$ cat src/rtl/bnn_l1_initiator_if.sv
// bnn_l1_initiator_if: CFU-L1 request/response bus between an initiator and a fixed-latency CFU
interface bnn_l1_initiator_if #(
    parameter int CFU_FUNC_ID_W = 1,
    parameter int CFU_DATA_W    = 32
);
    logic                     cfu_clk_en;
    logic                     req_valid;
    logic [CFU_FUNC_ID_W-1:0] req_func;
    logic [CFU_DATA_W-1:0]    req_data0;
    logic [CFU_DATA_W-1:0]    req_data1;
    logic                     resp_valid;
    logic [1:0]               resp_status;
    logic [CFU_DATA_W-1:0]    resp_data;
    modport master (
        output cfu_clk_en, req_valid, req_func, req_data0, req_data1,
        input  resp_valid, resp_status, resp_data
    );
    modport slave (
        input  cfu_clk_en, req_valid, req_func, req_data0, req_data1,
        output resp_valid, resp_status, resp_data
    );
endinterface

$ cat src/rtl/bnn_l1_initiator.sv
// bnn_l1_initiator: streams (activation, weight) pairs into a CFU-L1 BNN CFU and sums the responses
module bnn_l1_initiator #(
    parameter int CFU_LATENCY   = 0,
    parameter int CFU_FUNC_ID_W = 1,
    parameter int CFU_DATA_W    = 32,
    parameter int FUNC          = 0,
    parameter int LEN_W         = 16,
    parameter int ACC_W         = 32
) (
    input  logic                  clk,
    input  logic                  rst,
    input  logic                  start,
    input  logic [LEN_W-1:0]      len,
    input  logic                  in_valid,
    output logic                  in_ready,
    input  logic [CFU_DATA_W-1:0] in_x,
    input  logic [CFU_DATA_W-1:0] in_w,
    output logic                  busy,
    output logic                  done,
    output logic [ACC_W-1:0]      result,
    output logic                  err,
    bnn_l1_initiator_if.master    cfu
);
    typedef enum logic [1:0] {IDLE, RUN, DONE} state_t;
    localparam logic [LEN_W:0] ONE = 1;
    state_t             state, state_n;
    logic [LEN_W:0]     len_q, issued, received, rcv_n;
    logic [ACC_W-1:0]   acc, acc_n;
    logic               accept, resp_take;
    if (ACC_W < CFU_DATA_W || CFU_LATENCY < 0) begin : g_param_check
        $error("bnn_l1_initiator: invalid parameters");
    end
    assign accept         = in_valid & in_ready;
    assign resp_take      = cfu.resp_valid && state != IDLE && received != issued;
    assign cfu.cfu_clk_en = ~rst;
    assign cfu.req_func   = CFU_FUNC_ID_W'(FUNC);
    // the response that completes the job is folded in here so DONE follows it directly
    always_comb begin
        rcv_n = resp_take ? received + ONE : received;
        acc_n = resp_take ? acc + ACC_W'($signed(cfu.resp_data)) : acc;
    end
    always_ff @(posedge clk) begin
        if (rst) state <= IDLE;
        else     state <= state_n;
    end
    always_comb begin
        state_n = state == IDLE ? (start ? (len == '0 ? DONE : RUN) : IDLE) :
                  state == RUN  ? (rcv_n == len_q ? DONE : RUN) : IDLE;
    end
    always_comb begin
        in_ready = state == RUN && issued < len_q;
        busy     = state == RUN;
        done     = state == DONE;
    end
    always_ff @(posedge clk) begin
        if (rst) begin
            len_q         <= '0;
            issued        <= '0;
            received      <= '0;
            acc           <= '0;
            result        <= '0;
            err           <= 1'b0;
            cfu.req_valid <= 1'b0;
            cfu.req_data0 <= '0;
            cfu.req_data1 <= '0;
        end else begin
            cfu.req_valid <= accept;
            if (accept) begin
                cfu.req_data0 <= in_x;
                cfu.req_data1 <= in_w;
                issued        <= issued + ONE;
            end
            if (state == IDLE) begin
                if (start) begin
                    len_q    <= {1'b0, len};
                    issued   <= '0;
                    received <= '0;
                    acc      <= '0;
                    result   <= '0;
                    err      <= 1'b0;
                end
            end else begin
                acc      <= acc_n;
                received <= rcv_n;
                if (cfu.resp_valid && (cfu.resp_status != 2'd0 || received == issued)) err <= 1'b1;
                if (state == RUN && rcv_n == len_q) result <= acc_n;
            end
        end
    end
endmodule

$ cat src/flat_wrapper.sv
// flat-port wrapper written by rule: the top's interface ports become plain ports
module bnn_l1_initiator_flat 
#(
    parameter int CFU_LATENCY   = 0,
    parameter int CFU_FUNC_ID_W = 1,
    parameter int CFU_DATA_W    = 32,
    parameter int FUNC          = 0,
    parameter int LEN_W         = 16,
    parameter int ACC_W         = 32
)
  (clk, rst, start, len, in_valid, in_ready, in_x, in_w, busy, done, result, err, cfu_cfu_clk_en, cfu_req_valid, cfu_req_func, cfu_req_data0, cfu_req_data1, cfu_resp_valid, cfu_resp_status, cfu_resp_data);
  bnn_l1_initiator_if #(.CFU_FUNC_ID_W(CFU_FUNC_ID_W), .CFU_DATA_W(CFU_DATA_W)) cfu_i ();
  input  logic clk;
  input  logic rst;
  input  logic start;
  input  logic [LEN_W-1:0] len;
  input  logic in_valid;
  output logic in_ready;
  input  logic [CFU_DATA_W-1:0] in_x;
  input  logic [CFU_DATA_W-1:0] in_w;
  output logic busy;
  output logic done;
  output logic [ACC_W-1:0] result;
  output logic err;
  output wire logic [$bits(cfu_i.cfu_clk_en)-1:0] cfu_cfu_clk_en;
  output wire logic [$bits(cfu_i.req_valid)-1:0] cfu_req_valid;
  output wire logic [$bits(cfu_i.req_func)-1:0] cfu_req_func;
  output wire logic [$bits(cfu_i.req_data0)-1:0] cfu_req_data0;
  output wire logic [$bits(cfu_i.req_data1)-1:0] cfu_req_data1;
  input wire logic [$bits(cfu_i.resp_valid)-1:0] cfu_resp_valid;
  input wire logic [$bits(cfu_i.resp_status)-1:0] cfu_resp_status;
  input wire logic [$bits(cfu_i.resp_data)-1:0] cfu_resp_data;
  assign cfu_cfu_clk_en = cfu_i.cfu_clk_en;
  assign cfu_req_valid = cfu_i.req_valid;
  assign cfu_req_func = cfu_i.req_func;
  assign cfu_req_data0 = cfu_i.req_data0;
  assign cfu_req_data1 = cfu_i.req_data1;
  assign cfu_i.resp_valid = cfu_resp_valid;
  assign cfu_i.resp_status = cfu_resp_status;
  assign cfu_i.resp_data = cfu_resp_data;
  bnn_l1_initiator #(.CFU_LATENCY(CFU_LATENCY), .CFU_FUNC_ID_W(CFU_FUNC_ID_W), .CFU_DATA_W(CFU_DATA_W), .FUNC(FUNC), .LEN_W(LEN_W), .ACC_W(ACC_W)) u_core (.clk(clk), .rst(rst), .start(start), .len(len), .in_valid(in_valid), .in_ready(in_ready), .in_x(in_x), .in_w(in_w), .busy(busy), .done(done), .result(result), .err(err), .cfu(cfu_i));
endmodule
$ cat config.mk
export PLATFORM = sky130hd
export DESIGN_NAME = bnn_l1_initiator_flat
export DESIGN_NICKNAME = d
export VERILOG_FILES = /design/src/rtl/bnn_l1_initiator_if.sv /design/src/rtl/bnn_l1_initiator.sv /design/src/flat_wrapper.sv
export SDC_FILE = /design/constraint.sdc
export NUM_CORES = 1
export LEC_CHECK = 0
export CAP_MARGIN = 20
export CORE_ASPECT_RATIO = 0.5
export CORE_MARGIN = 3
export CORE_UTILIZATION = 40
export DETAILED_ROUTE_END_ITERATION = 6
export GPL_TIMING_DRIVEN = 0
export PLACE_DENSITY = 0.73
export SYNTH_ARGS = -nofsm -noshare
export SYNTH_HDL_FRONTEND = slang
export SYNTH_SLANG_ARGS = --single-unit
$ cat constraint.sdc
create_clock -name clk -period 9.1 [get_ports clk]
set_input_delay 1.82 -clock clk [delete_from_list [all_inputs] [get_ports clk]]
set_output_delay 1.82 -clock clk [all_outputs]
set_load 0.01 [all_outputs]
==> flow_summary.json, run 1 <==
{
  "outcome": "finished, final reports clean",
  "timing.rr.end": "u_core.result[26]",
  "grt_usage_pct": 26.2,
  "slowest_delay_ns": 0.60,
  "min_from": "u_core.result[20]",
  "syn_to_final_growth_pct": 31.6,
  "critPathKind": "input pin to output pin",
  "drt-initial-drc-count": 892,
  "core-area_sq_mm": 0.0246,
  "dieArea_sq_mm": 0.0277,
  "initial_core_util_pct": 41.6,
  "tritoncts": "yes",
  "antenna_cells_inserted": 0,
  "reg2reg_depth": 10,
  "antenna_found_initial": 1,
  "synth_cells": 1245,
  "syn_area_sq_mm": 0.0102,
  "synth_edf_count": 0,
  "clkLatencyLatePin_ns": 0.45,
  "synth-seq-cells": 182,
  "firstDrtPassIters": 5,
  "fp.dieW_um": 232,
  "ctsHoldBuffers": 0,
  "reg2reg_slack_ns": 5.33,
  "whs_endpoint": "u_core.result[20]",
  "crit_fanout": 10,
  "hold_viol": 0,
  "crit_path_start_kind": "input pin",
  "cts_root_buf": "clkbuf_16",
  "dp_cells": 1800,
  "nets": 1651,
  "gp_congestion": 0.998,
  "power.density_mw_per_mm2": 149,
  "tightest_slew_ns": 1.04,
  "routed_via_density": 5.69,
  "p_sw_mw": 0.565,
  "cp.required_ns": 7.28,
  "synth_cell_types": 76,
  "cts.reportedPaths.clkPinSlew_ns": 0.07,
  "postSynthAreaPerCell_sq_um": 8.22,
  "regArea_sq_mm": 0.00364,
  "synth-warning-count": 0,
  "drcViolationCount": 0,
  "grt_max_degree": 17,
  "multiInputGateArea_sq_mm": 0.00607,
  "via_count": 10400,
  "postSynth.asyncResetShare_pct": 0,
  "hold_ws_ns": 0.448,
  "post-dp-hpwl_um": 29200,
  "relSlewSlack_pct": 30.1,
  "ios": 222,
  "wl_per_cell_um": 20.2,
  "grt_remaining_overflow": 0,
  "cts_made_buffers": 17,
  "finalCritPeriodShare_pct": 61.8,
  "rsz0062_at_grt": "no",
  "syn-num-nets": 1413,
  "p_leak_nw": 5.45,
  "crit_family": "buffers and inverters",
  "post_cts_buffers": 0,
  "routed_wl_um": 37000,
  "fin_total_pwr_mw": 2.01,
  "cp.arrival_ns": 3.81,
  "cts_resized": 0,
  "finClkSkew_ns": 0.0116,
  "cp_cell_sequence": "clkbuf_1, inv_1, clkbuf_1, buf_2, clkdlybuf4s50_1",
  "cp_common_cell": "clkbuf_1",
  "port_buffers": 219,
  "path_depth": 5,
  "setup_tns_ns": 0,
  "vdd_drop_max_v": 0.000135,
  "cts_sinks": 182,
  "grt_pass1_vias": 9732,
  "p_int_mw": 1.44,
  "clkPwrFrac_pct": 39.7,
  "fin_util_pct": 54.8,
  "hold_path_class": "flop to flop",
  "seqPwrFrac_pct": 42.3,
  "fin_ws_ns": 3.47,
  "cts_max_path_buffers": 2,
  "ys.flop_type": "dfxtp_1",
  "fillCellCount": 2254,
  "fin_cells": 1831,
  "num_rows": 40,
  "drt.antenna.violating_nets": 0,
  "die_h_um": 119,
  "synth_seq_area_share_pct": 35.6,
  "end_kind": "output pin",
  "max_freq_ghz": 0.178,
  "final_max_slew_viol_count": 0,
  "cp_slowest_cell": "clkdlybuf4s50_1",
  "ctsHtreeMaxLevel": 4,
  "grt_pass1_wl_um": 56200,
  "holdPathStages": 2,
  "maxCapViolations": 0,
  "place_area_sq_mm": 0.0128,
  "setup-violations-final": 0,
  "drive_above_1_share_pct": 5.75,
  "final_area_sq_mm": 0.0135,
  "fin_crit_ns": 5.63,
  "crit_buf_inv": 5,
  "switching_share_pct": 28.1,
  "power_frac_comb_pct": 18.0,
  "preCtsSetupSlack_ns": 3.56,
  "r2r-start": "u_core.received[1]"
}
==> synthesized netlist by cell type, drive strengths merged, types with 5 or more instances <==
cell / n / area [sq um]
a2111oi: 6 / 55.1
a211o: 5 / 43.8
a211oi: 26 / 230
a21o: 12 / 90.1
a21oi: 105 / 526
a221o: 5 / 50.1
a22oi: 8 / 60.1
a31oi: 25 / 156
and2: 12 / 77.6
and3: 11 / 68.8
and4: 5 / 43.8
buf: 36 / 231
clkbuf: 50 / 188
dfxtp: 182 / 3640
ha: 48 / 601
inv: 27 / 101
mux2i: 68 / 681
nand2: 129 / 489
nand2b: 9 / 56.3
nand3: 37 / 190
nand4: 16 / 115
nor2: 161 / 604
nor2b: 7 / 43.8
nor3: 41 / 220
nor4: 12 / 111
o211ai: 8 / 65.1
o21a: 5 / 37.5
o21ai: 56 / 280
o22ai: 5 / 31.3
o31ai: 6 / 45.0
or3: 5 / 31.3
xnor2: 35 / 307
xor2: 39 / 357
==> cell usage in the layout, fill, tap and decap left out, types with 19 or more instances in the layout <==
cell,count
xnor2_1,35
nand3_1,36
a211oi_1,19
a21oi_1,105
clkbuf_1,51
mux2i_1,68
nor2_1,161
nand2_1,127
dfxtp_1,182
o21ai_0,53
ha_1,48
a31oi_1,25
inv_1,27
clkdlybuf4s50_1,219
xor2_1,37
nor3_1,38
==> power by group through the flow <==
stage               Clock (mW)  Combinational, mW  Sequential, mW
global placement             0              0.351           0.866
CTS                      0.803              0.357           0.850
detailed placement           0              0.355           0.867
floorplan                    0              0.175           0.872
finish                   0.798              0.361           0.850
global route             0.830              0.389           0.853
==> worst min-delay path: stages, from the launching register on <==
cell	delay (ns)
dfxtp_1	0.31
nand2_1	0.05
o21ai_1	0.05
==> cell type report <==
type	count	share of cell area (%)
multi-input cells	950	45.1
flip-flops and latches	182	27.1
repair buffers	219	16.3
clock buffers	20	3.39
well taps	336	3.12
plain buffers	86	3.11
clock inverters	11	1.20
inverters	27	0.753
==> routing by layer <==
layer  wire length (um)  up-vias  global-route usage [%]
li1                   -     4915                       -
met1              16600     4966                    37.6
met2              16100      495                    39.1
met3               3700       43                    6.67
met4                577        2                    6.34
met5                 13        -                       0
==> sequential cells by signal (all words and copies together), names as in the netlist <==
register              flops
u_core.cfu.req_data1     32
u_core.state              2
u_core.acc               32
u_core.len_q             16
u_core.result            32
u_core.cfu.req_data0     32
u_core.err                1
u_core.cfu.req_valid      1
u_core.issued            17
u_core.received          17
==> worst max-delay path by stage <==
stage                     from        endpoint  slack (ns)
after floorplan            rst  cfu_cfu_clk_en        4.70
after global placement     rst  cfu_cfu_clk_en        3.58
after detailed placement   rst  cfu_cfu_clk_en        3.56
after CTS                  rst  cfu_cfu_clk_en        3.56
after global routing       rst  cfu_cfu_clk_en        3.47
final                      rst  cfu_cfu_clk_en        3.47
==> logic make-up (layout without fill, tap and decap cells) <==
logic type	after synthesis	in the layout	synth area share, %
AOI/OAI and AO/OA	302	302	19.1
xor gates and xnor gates	74	74	6.48
adders and majority gates	49	49	6.06
buffers and inverters	113	363	5.09
DFF	182	182	35.6
muxes	70	70	6.87
other	1	1	0.0366
and+or+nand+nor	454	454	20.7
(Power assumes the default switching activity.)
==> run 2: changes to the inputs <==
PLACE_DENSITY = 0.76   (was 0.73)
clock period = 5 ns   (was 9.1 ns; I/O delays follow)
==> run 2 against run 1 <==
Compared with the run above:
- hold slack improved by 0.0039 ns
- global-route usage grew 0.19 points
- final area fell by 0.22%
- sequential share of layout area up 0.061 points
- clock-buffer cell count stayed put
- non-clock buffer count did not move
- sequential cell count stayed put
- routed wire length down 1.5%
- via count decreased by 0.11%
- highest routed layer is now met4
==> flow_summary.json, run 2 (same netlist as run 1, synthesis figures left out) <==
{
  "cp_slowest_cell": "clkdlybuf4s50_1",
  "drive_above_1_share_pct": 5.82,
  "power.density_mw_per_mm2": 264,
  "cts_made_buffers": 17,
  "fin_util_pct": 54.7,
  "grtUsageMet2_pct": 43.0,
  "wl_per_cell_um": 19.9,
  "rsz0062_at_grt": "no",
  "fin_total_pwr_mw": 3.55,
  "end_kind": "output pin",
  "routed_via_density": 5.68,
  "cts.reportedPaths.clkPinSlew_ns": 0.07,
  "grt_pass1_vias": 10400,
  "critPathKind": "input pin to output pin",
  "antenna_found_initial": 1,
  "die_h_um": 119,
  "grt_pass1_wl_um": 56800,
  "grt_remaining_overflow": 0,
  "cts_root_buf": "clkbuf_16",
  "fp.dieW_um": 232,
  "initial_core_util_pct": 41.6,
  "nets": 1651,
  "relSlewSlack_pct": 31.1,
  "cp_common_cell": "clkbuf_1",
  "drt.antenna.violating_nets": 0,
  "hold_path_class": "flop to flop",
  "tightest_slew_ns": 1.03,
  "setup-violations-final": 0,
  "timing.rr.end": "u_core.result[1]",
  "cts_sinks": 182,
  "dieArea_sq_mm": 0.0277,
  "tritoncts": "yes",
  "reg2reg_slack_ns": 1.36,
  "crit_fanout": 10,
  "hold_viol": 0,
  "routed_wl_um": 36400,
  "via_count": 10400,
  "post-dp-hpwl_um": 28100,
  "port_buffers": 219,
  "core-area_sq_mm": 0.0246,
  "grt_max_degree": 19,
  "cts_resized": 0,
  "antenna_cells_inserted": 0,
  "maxCapViolations": 0,
  "ctsHtreeMaxLevel": 4,
  "layout_common_cells": "clkdlybuf4s50_1, dfxtp_1, nor2_1",
  "crit_path_start_kind": "input pin",
  "max_freq_ghz": 0.250,
  "fin_cells": 1832,
  "firstDrtPassIters": 6,
  "clkLatencyLatePin_ns": 0.45,
  "vdd_drop_max_v": 0.000177,
  "grt_busiest_layer": "met2",
  "ctsHoldBuffers": 0,
  "outcome": "finished, final reports clean",
  "cp.required_ns": 4.00,
  "syn_to_final_growth_pct": 31.3,
  "grt_usage_pct": 26.4,
  "holdPathStages": 2,
  "num_rows": 40,
  "slowest_delay_ns": 0.59,
  "grtUsageMet3_pct": 7.41,
  "drcViolationCount": 0,
  "final_max_slew_viol_count": 0,
  "ios": 222,
  "layout_commonest_cell": "clkdlybuf4s50_1",
  "finalCritPeriodShare_pct": 80.0,
  "finClkSkew_ns": 0.0126,
  "cp_cell_sequence": "clkbuf_1, inv_1, clkbuf_1, buf_2, clkdlybuf4s50_1",
  "setup_tns_ns": 0,
  "r2r-start": "u_core.received[1]",
  "dp_cells": 1800,
  "hold_ws_ns": 0.452,
  "min_from": "u_core.result[21]",
  "fillCellCount": 2221,
  "cts_max_path_buffers": 2,
  "reg2reg_depth": 12,
  "cp.arrival_ns": 3.00,
  "p_leak_nw": 5.43,
  "whs_endpoint": "u_core.result[21]",
  "gp_congestion": 0.980,
  "drt-initial-drc-count": 951,
  "fin_crit_ns": 4.00,
  "post_cts_buffers": 0,
  "gr-usage-met1_pct": 32.7
}
run 2: cell types whose count changed in the layout (fill, tap and decap cells not counted):
cell	delta
bufinv_16	-3
clkinv_2	-1
clkinv_4	+1
clkinv_8	+3
clkinvlp_4	+1
run 2: metal layers:
metal / vias to the layer above / wire, um
met3: 73 / 3300
met1: 4949 / 15200
li1: 4914 / -
met2: 474 / 16800
met4: 0 / 1130
met5: - / 0
run 2: worst max path at each step:
| stage | start | to | cells after the start |
|---|---|---|---|
| 6_report | rst | cfu_cfu_clk_en | 5 |
| 2_1_floorplan | cfu_resp_data[0] | u_core.result[30] | 12 |
| 3_3_place_gp | cfu_resp_data[0] | u_core.result[30] | 13 |
| 4_1_cts | u_core.len_q[10] | in_ready | 8 |
| 3_5_place_dp | cfu_resp_data[0] | u_core.result[30] | 13 |
| 5_1_grt | u_core.len_q[10] | in_ready | 8 |
run 2: final cells by class:
type                            instances  area (sq um)  area share, %
Buffer                                 86           419           3.12
Clock buffer                           20           457           3.40
Clock inverter                         12           131          0.978
Inverter                               27           101          0.754
Multi-Input combinational cell        950          6070           45.2
Sequential cell                       182          3640           27.1
Tap cell                              336           420           3.13
Timing Repair Buffer                  219          2190           16.3
run 2: power by group:
| group | internal, mW | switching [mW] |
|---|---|---|
| sequential | 1.50 | 0.0429 |
| combinational | 0.300 | 0.355 |
| clock | 0.690 | 0.655 |
run 2: metrics by stage:
step / area (sq um) / worst slack, ns
CTS: 13400 / 0.956
finish: 13400 / 0.999
global placement: 12800 / 0.651
global route: 13400 / 0.823
floorplan: 10200 / 1.62
detailed placement: 12800 / 0.626
run 2: critical path, delay by kind of cell:
kind	cells	cell delay [ns]
buffers and inverters	5	1.99
